[src/rtl/fetch_sequencer.sv]
// -----------------------------------------------------------------------------
// fetch_sequencer
//
// Single-outstanding instruction fetch sequencer. Issues one request at a time
// to instruction memory, buffers the returned word together with its address,
// and presents it to decode with a valid/ready handshake. Supports PC
// redirects (branch/jump) and stops fetching permanently when the halt
// instruction is handed to decode. Only a reset leaves the halted state.
//
// Parameters
//   RESET_PC        PC loaded on reset
//   HALT_INST       instruction encoding that stops fetch once decode takes it
//
// Ports
//   clk             clock, rising-edge
//   rst             asynchronous reset, active low
//   start           level request to leave IDLE and begin fetching
//   imem_req        fetch request to instruction memory
//   imem_addr       fetch address (current pc)
//   imem_ack        imem_inst is valid for the outstanding request
//   imem_inst       fetched instruction word
//   redirect_valid  PC redirect request
//   redirect_pc     redirect target (low two bits are dropped)
//   dec_valid       dec_inst / dec_pc hold a valid instruction
//   dec_ready       decode accepts the instruction this cycle
//   dec_inst        buffered instruction
//   dec_pc          address of dec_inst
//   halted          high while halted
//   fetch_count     number of completed decode handshakes (wraps)
// -----------------------------------------------------------------------------
module fetch_sequencer #(
    parameter logic [63:0] RESET_PC  = 64'h0,
    parameter logic [31:0] HALT_INST = 32'h00100073
) (
    input  logic        clk,
    input  logic        rst,
    input  logic        start,
    output logic        imem_req,
    output logic [63:0] imem_addr,
    input  logic        imem_ack,
    input  logic [31:0] imem_inst,
    input  logic        redirect_valid,
    input  logic [63:0] redirect_pc,
    output logic        dec_valid,
    input  logic        dec_ready,
    output logic [31:0] dec_inst,
    output logic [63:0] dec_pc,
    output logic        halted,
    output logic [31:0] fetch_count
);

    typedef enum logic [1:0] {
        S_IDLE,
        S_REQ,
        S_HOLD,
        S_HALT
    } state_t;

    state_t      state_q, state_d;
    logic [63:0] pc_q,    pc_d;
    logic [31:0] inst_q,  inst_d;
    logic [63:0] pcbuf_q, pcbuf_d;
    logic [31:0] count_q, count_d;

    // Targets are forced onto a word boundary; masking keeps every input bit
    // in use rather than slicing off the two low bits.
    logic [63:0] redirect_target;
    assign redirect_target = redirect_pc & ~64'h3;

    // -------------------------------------------------------------------------
    // State and datapath registers
    // -------------------------------------------------------------------------
    // NOTE: the instruction/pc buffers are reset too, because dec_inst and
    // dec_pc must read as zero during reset, not just be "don't care".
    always_ff @(posedge clk or negedge rst) begin
        if (!rst) begin
            state_q <= S_IDLE;
            pc_q    <= RESET_PC;
            inst_q  <= '0;
            pcbuf_q <= '0;
            count_q <= '0;
        end else begin
            // NOTE: non-blocking assignments so every register samples the
            // pre-edge values computed by the combinational block.
            state_q <= state_d;
            pc_q    <= pc_d;
            inst_q  <= inst_d;
            pcbuf_q <= pcbuf_d;
            count_q <= count_d;
        end
    end

    // -------------------------------------------------------------------------
    // Next-state and datapath logic
    // -------------------------------------------------------------------------
    always_comb begin
        // NOTE: every variable gets a hold-value default first so no path
        // through the case statement can infer a latch.
        state_d = state_q;
        pc_d    = pc_q;
        inst_d  = inst_q;
        pcbuf_d = pcbuf_q;
        count_d = count_q;

        unique case (state_q)
            S_IDLE: begin
                if (redirect_valid) begin
                    pc_d = redirect_target;
                end
                if (start) begin
                    state_d = S_REQ;
                end
            end

            S_REQ: begin
                // A redirect wins over a same-cycle ack: the returned word
                // belongs to the old path and is dropped.
                if (redirect_valid) begin
                    pc_d = redirect_target;
                end else if (imem_ack) begin
                    inst_d  = imem_inst;
                    pcbuf_d = pc_q;
                    pc_d    = pc_q + 64'd4;
                    state_d = S_HOLD;
                end
            end

            S_HOLD: begin
                if (dec_ready) begin
                    count_d = count_q + 32'd1;
                end
                if (redirect_valid) begin
                    // With dec_ready low the buffered word is simply squashed;
                    // with dec_ready high it was consumed and counted above,
                    // and the redirect takes priority over a halt instruction.
                    pc_d    = redirect_target;
                    state_d = S_REQ;
                end else if (dec_ready) begin
                    state_d = (inst_q == HALT_INST) ? S_HALT : S_REQ;
                end
            end

            S_HALT: begin
                state_d = S_HALT;
            end

            default: begin
                state_d = S_IDLE;
            end
        endcase
    end

    // -------------------------------------------------------------------------
    // Outputs (pure functions of registered state, so reset forces them
    // immediately)
    // -------------------------------------------------------------------------
    assign imem_req    = (state_q == S_REQ);
    assign imem_addr   = pc_q;
    assign dec_valid   = (state_q == S_HOLD);
    assign dec_inst    = inst_q;
    assign dec_pc      = pcbuf_q;
    assign halted      = (state_q == S_HALT);
    assign fetch_count = count_q;

endmodule
[config.mk]
export PLATFORM = sky130hd
export DESIGN_NAME = fetch_sequencer
export DESIGN_NICKNAME = d
export VERILOG_FILES = /design/src/rtl/fetch_sequencer.sv
export SDC_FILE = /design/constraint.sdc
export NUM_CORES = 1
export LEC_CHECK = 0
export ABC_AREA = 1
export CAP_MARGIN = 15
export CORE_MARGIN = 3
export CORE_UTILIZATION = 45
export CTS_BUF_LIST = sky130_fd_sc_hd__clkbuf_16
export CTS_CLUSTER_DIAMETER = 80
export DETAILED_ROUTE_END_ITERATION = 7
export PLACE_DENSITY = 0.81
export SYNTH_ARGS = -nofsm -noshare
export SYNTH_HDL_FRONTEND = slang
export SYNTH_SLANG_ARGS = --single-unit
export TNS_END_PERCENT = 10
[constraint.sdc]
create_clock -name clk -period 1.95 [get_ports clk]
set_input_delay 0.39 -clock clk [delete_from_list [all_inputs] [get_ports clk]]
set_output_delay 0.39 -clock clk [all_outputs]
set_load 0.01 [all_outputs]
# After elaboration in Yosys (flattened, before gate mapping)
# Index checks and enable logic that the tools add are counted.
# word_totals
latch_bits	0
ff_bits	194
out_inout_bits	195
romBits	0
in_bits	102
word_cells	36
memories	0
mem_bits_rw	0
# classes
n_addsub	2
n_reduce_logical	7
bitwise	1
n_eq_ne	10
multipliers	0
n_mux	11
div	0
magnitude_cmp	0
shift	0
# op_table
cell	n
$mux 64	3
$pmux 64 s2	1
$add 64x3->64 const B	1
$add 32x1->32 const B	1
$eq 32x21->1 const B	1
$mux 2	6
$pmux 2 s4	1
$reduce_and 3->1	2
$eq 2x2->1 const B	2
$ne 2x1->1 const B	2
$ne 2x2->1 const B	2
$reduce_and 4->1	1
$ne 3x1->1 const B	1
$ne 3x2->1 const B	1
$eq 2x1->1 const B	1
$logic_not 2->1	1
$reduce_and 2->1	1
$reduce_bool 2->1	1
$reduce_or 2->1	1
$not 1->1	1

# Depth between registers and ports, before layout
# depth
ltp_word	5
ltp_mapped	13
ltp_nobuf	13

# Worst setup path before layout
# Ideal clock, no wire load.
# synth_timing
kind	reg2reg
from	register pc_q[2], in the netlist imem_addr[2]
to	register pc_q[20], in the netlist imem_addr[20]
n_path_buf	0
setup_ns	0.120
slack_ns	0.241
path_stages_with_launch	11
t_required_ns	1.830
t_arrival_ns	1.589
path_cell_list	dfrtp_1 > ha_1 > nand2_2 > nor2_4 > nand2_4 > nor2_8 > nand2_1 > o21ai_1 > nand3_1 > o21ai_0 > inv_1
# synth_via
elab_chain_len	4
# synth_rtl
element	line_no	rtl
start, declared	60	logic [63:0] pc_q, pc_d;
start signal, assigned	86	pc_q <= pc_d;
$add 64x3->64	123	pc_d = pc_q + 64'd4;
$mux 64	120	end else if (imem_ack) begin
$mux 64	118	if (redirect_valid) begin
$pmux 64 s2	105	unique case (state_q)
# Every way passes these cells. The select of a mux whose other input is x is not followed.
# A chain may end at the register's enable or synchronous reset.

# Worst setup path in the final report
# layout_timing
from	register pc_q[20], in the netlist imem_addr[20]
to	output port imem_addr[20]
# layout_lines
element	line_no	rtl
end, declared	39	output logic [63:0] imem_addr,
# No word-level cell between the ends.

==> metrics.md <==
| Metric | Value |
|---|---|
| Final min period | `1.91 ns` |
| Final net count | `1970` |
| Most frequent cells in the layout | `547 x nand2_1, 278 x clkdlybuf4s50_1, 225 x nor2_1` |
| Vias | `11471` |
| RSZ-0062 raised after global routing | `yes` |
| Worst setup EP type | `output pin` |
| Max IR drop VDD | `0.000552 V` |
| Final Util | `0.659` |
| Data arrival, critical path | `1.52 ns` |
| Synth Instances | `1532` |
| Skew-Pair Late Insertion Delay | `0.44 ns` |
| Kind of critical path | `reg2out` |
| Post-synthesis cell area | `10700 um^2` |
| Ys Warns | `0` |
| Num rows | `55` |
| Crit-path max FO | `3` |
| Die X | `160 um` |
| Root buf cell | `clkbuf_16` |
| CP Data Required Time | `1.56 ns` |
| Clk sinks | `190` |
| Setup Skew | `0.0134 ns` |
| Status | `completed` |
| # IOs | `297` |
| Commonest non-fill, non-tap cell in the layout | `nand2_1` |
| Vias in the first global route | `10969` |
| R2R Setup Slk | `0.07 ns` |
| Leak pwr | `7.25 nW` |
| Initial Util | `0.465` |
| DR iter-0 viols | `1154` |
| Die H | `160 um` |
| Crit-path cells | `buf_4 -> clkdlybuf4s50_1` |
| Cell Int Power | `9.37 mW` |
| Clock power share | `0.243` |
| Wirelength per Cell | `17.6 um` |
| Post-CTS setup buffers | `0` |
| Vias per cell | `5.23` |
| DRC violations left | `0` |
| FF-to-FF path depth | `9` |
| Setup Viol. Count Final | `0` |
| Syn avg cell area | `6.97 um^2` |
| Number of nets still failing antenna checks after routing | `0` |
| Area of the multi-input gates | `5150 um^2` |
| CP peak stage delay | `0.53 ns` |
| Clk buf depth | `2` |
| Global route total overflow | `0` |
| Crit share post-route | `0.979` |
| Slowest cell on crit path | `clkdlybuf4s50_1` |
| Sequential share of power | `0.393` |
| Reg clk slew, reported paths | `0.08 ns` |
| H-tree depth | `4` |
| Sw frac | `0.375` |
| Library cells used by synthesis | `35` |
| First-pass GRT wire length | `60900 um` |
| Flop and latch count out of synthesis | `190` |
| Comb pwr share | `0.364` |
| Largest net degree at the start of global routing | `54` |
| CTS tree | `yes` |
| # diodes | `0` |
| Total core area | `23000 um^2` |
| Layout cells sized above 1 | `0.0905` |
| Max Clock Freq | `524 MHz` |
| GR Util All Layers | `0.300` |
| Final Max Tran Viols | `0` |
| I/O Buffers | `290` |
| NetSw | `5.63 mW` |
| Setup crit start kind | `flop` |
| Power, Total | `15.0 mW` |
| HPWL Detailed | `30800 um` |
| Fill cells | `2042` |
| Initial antenna violation count | `0` |
| RD Place Congestion | `0.964` |
| Pwr/cell area | `991 nW/um^2` |
| WHS Path Cells | `2` |
| Min-Delay Path Class | `reg2reg` |
| CTS Buf Count | `17` |
| Sequential fraction of the synthesis area | `0.445` |
| Area Overhead vs Synth | `41.7%` |
| Setup total negative slack | `0 ns` |
| Hold_ws | `0.473 ns` |
| Detailed Routing Iterations Pass 1 | `5` |
| Max-cap viol count | `0` |
| Post-Route WL | `38700 um` |
| Die ar. | `25600 um^2` |
| Final Hold Fails | `0` |
| Sequential cell area | `4770 um^2` |
## per-stage QoR
step / instances / setup slack, ns / area (um^2)
after floorplan: 1535 / 0.241 / 10700
after global placement: 2159 / 0.0453 / 14500
after detailed placement: 2159 / -0.00547 / 14500
after CTS: 2192 / 0.00000167 / 15100
after global routing: 2192 / -0.0545 / 15100
final: 2192 / 0.0410 / 15100
## layout make-up
cell class / instances / share of cell area
Inverter: 150 / 0.0374
Clock inverter: 15 / 0.0120
Timing Repair Buffer: 365 / 0.241
Multi-Input combinational cell: 1142 / 0.341
Sequential cell: 190 / 0.315
Tap cell: 313 / 0.0259
Clock buffer: 17 / 0.0281
## timing repair
| action | CTS | global route |
|---|---|---|
| gates resized for setup | 6 | 32 |
| endpoints found under the setup margin | 6 | 40 |
| pin swaps | 0 | 1 |
| hold endpoints to repair | 45 | 0 |
| hold buffers | 1 | 0 |
| cloned | 0 | 0 |
## cells in the mapped netlist
master    number  area, um^2
a21boi_0       1        7.51
a21oi_1       18        90.1
a22oi_1        3        22.5
a31oi_1        2        12.5
buf_1          3        11.3
buf_2         25         125
buf_4          6        45.0
buf_6          1        11.3
clkbuf_1      18        67.6
conb_1         1        3.75
dfrtp_1      190        4750
ha_1           2        25.0
inv_1        144         541
inv_2          6        22.5
nand2_1      551        2070
nand2_2       10        62.6
nand2_4        2        22.5
nand3_1       91         455
nand3_2        1        10.0
nand3b_1       2        15.0
nand4_1       23         144
nor2_1       230         863
nor2_2         5        31.3
nor2_4         9         101
nor2_8         2        40.0
nor3_1        18        90.1
nor3_2         2        20.0
nor3_4         1        16.3
nor4_1         7        43.8
o211ai_1       1        7.51
o21ai_0       76         380
o21ai_1       30         150
o22ai_1       10        62.6
xnor2_1        9        78.8
xor2_1        32         280
## layer usage
metal | wire length [um] | part of all wire | up-vias | global-route usage
met1 | 16900 | 0.44 | 5372 | 0.425
met2 | 17700 | 0.46 | 564 | 0.476
li1 | - | - | 5473 | -
met5 | 0 | 0 | - | 0
met4 | 1090 | 0.028 | 0 | 0.0935
met3 | 3010 | 0.078 | 62 | 0.0485
## kinds of logic after synthesis
family	after synthesis	synth area share
and+or+nand+nor	954	0.373
other	1	0.000351
buffers and inverters	203	0.0771
DFF	190	0.445
adders and majority gates	2	0.00234
AOI/OAI and AO/OA	141	0.0686
xor gates and xnor gates	41	0.0336
## critical path: cells and delay by family, from the launching register on
family | cells | cell delay [ns]
flip-flops | 1 | 0.40
buffers and inverters | 2 | 0.68
## path summary, 6_finish.rpt
path / from / end
setup / recovery: imem_addr[20] / imem_addr[20]
hold / removal: dec_pc[8] / dec_pc[8]
setup reg to reg: imem_addr[19] / imem_addr[58]
hold reg to reg: dec_pc[8] / dec_pc[8]
max in group asynchronous: rst / imem_addr[55]
min in group asynchronous: rst / fetch_count[11]
## power groups by stage
stage / sequential (mW) / clock [mW] / combinational (mW)
after floorplan: 6.07 / 0 / 1.91
after global placement: 5.87 / 0 / 5.35
after detailed placement: 5.89 / 0 / 5.44
after CTS: 5.83 / 3.69 / 5.47
after global routing: 6.02 / 3.85 / 5.97
final: 5.89 / 3.65 / 5.47
## registers in the layout, indices dropped and copies added (netlist names)
name	flops
fetch_count	32
dec_inst	32
dec_pc	62
imem_addr	62
state_q	2
Power figures use the tool's default switching activity.
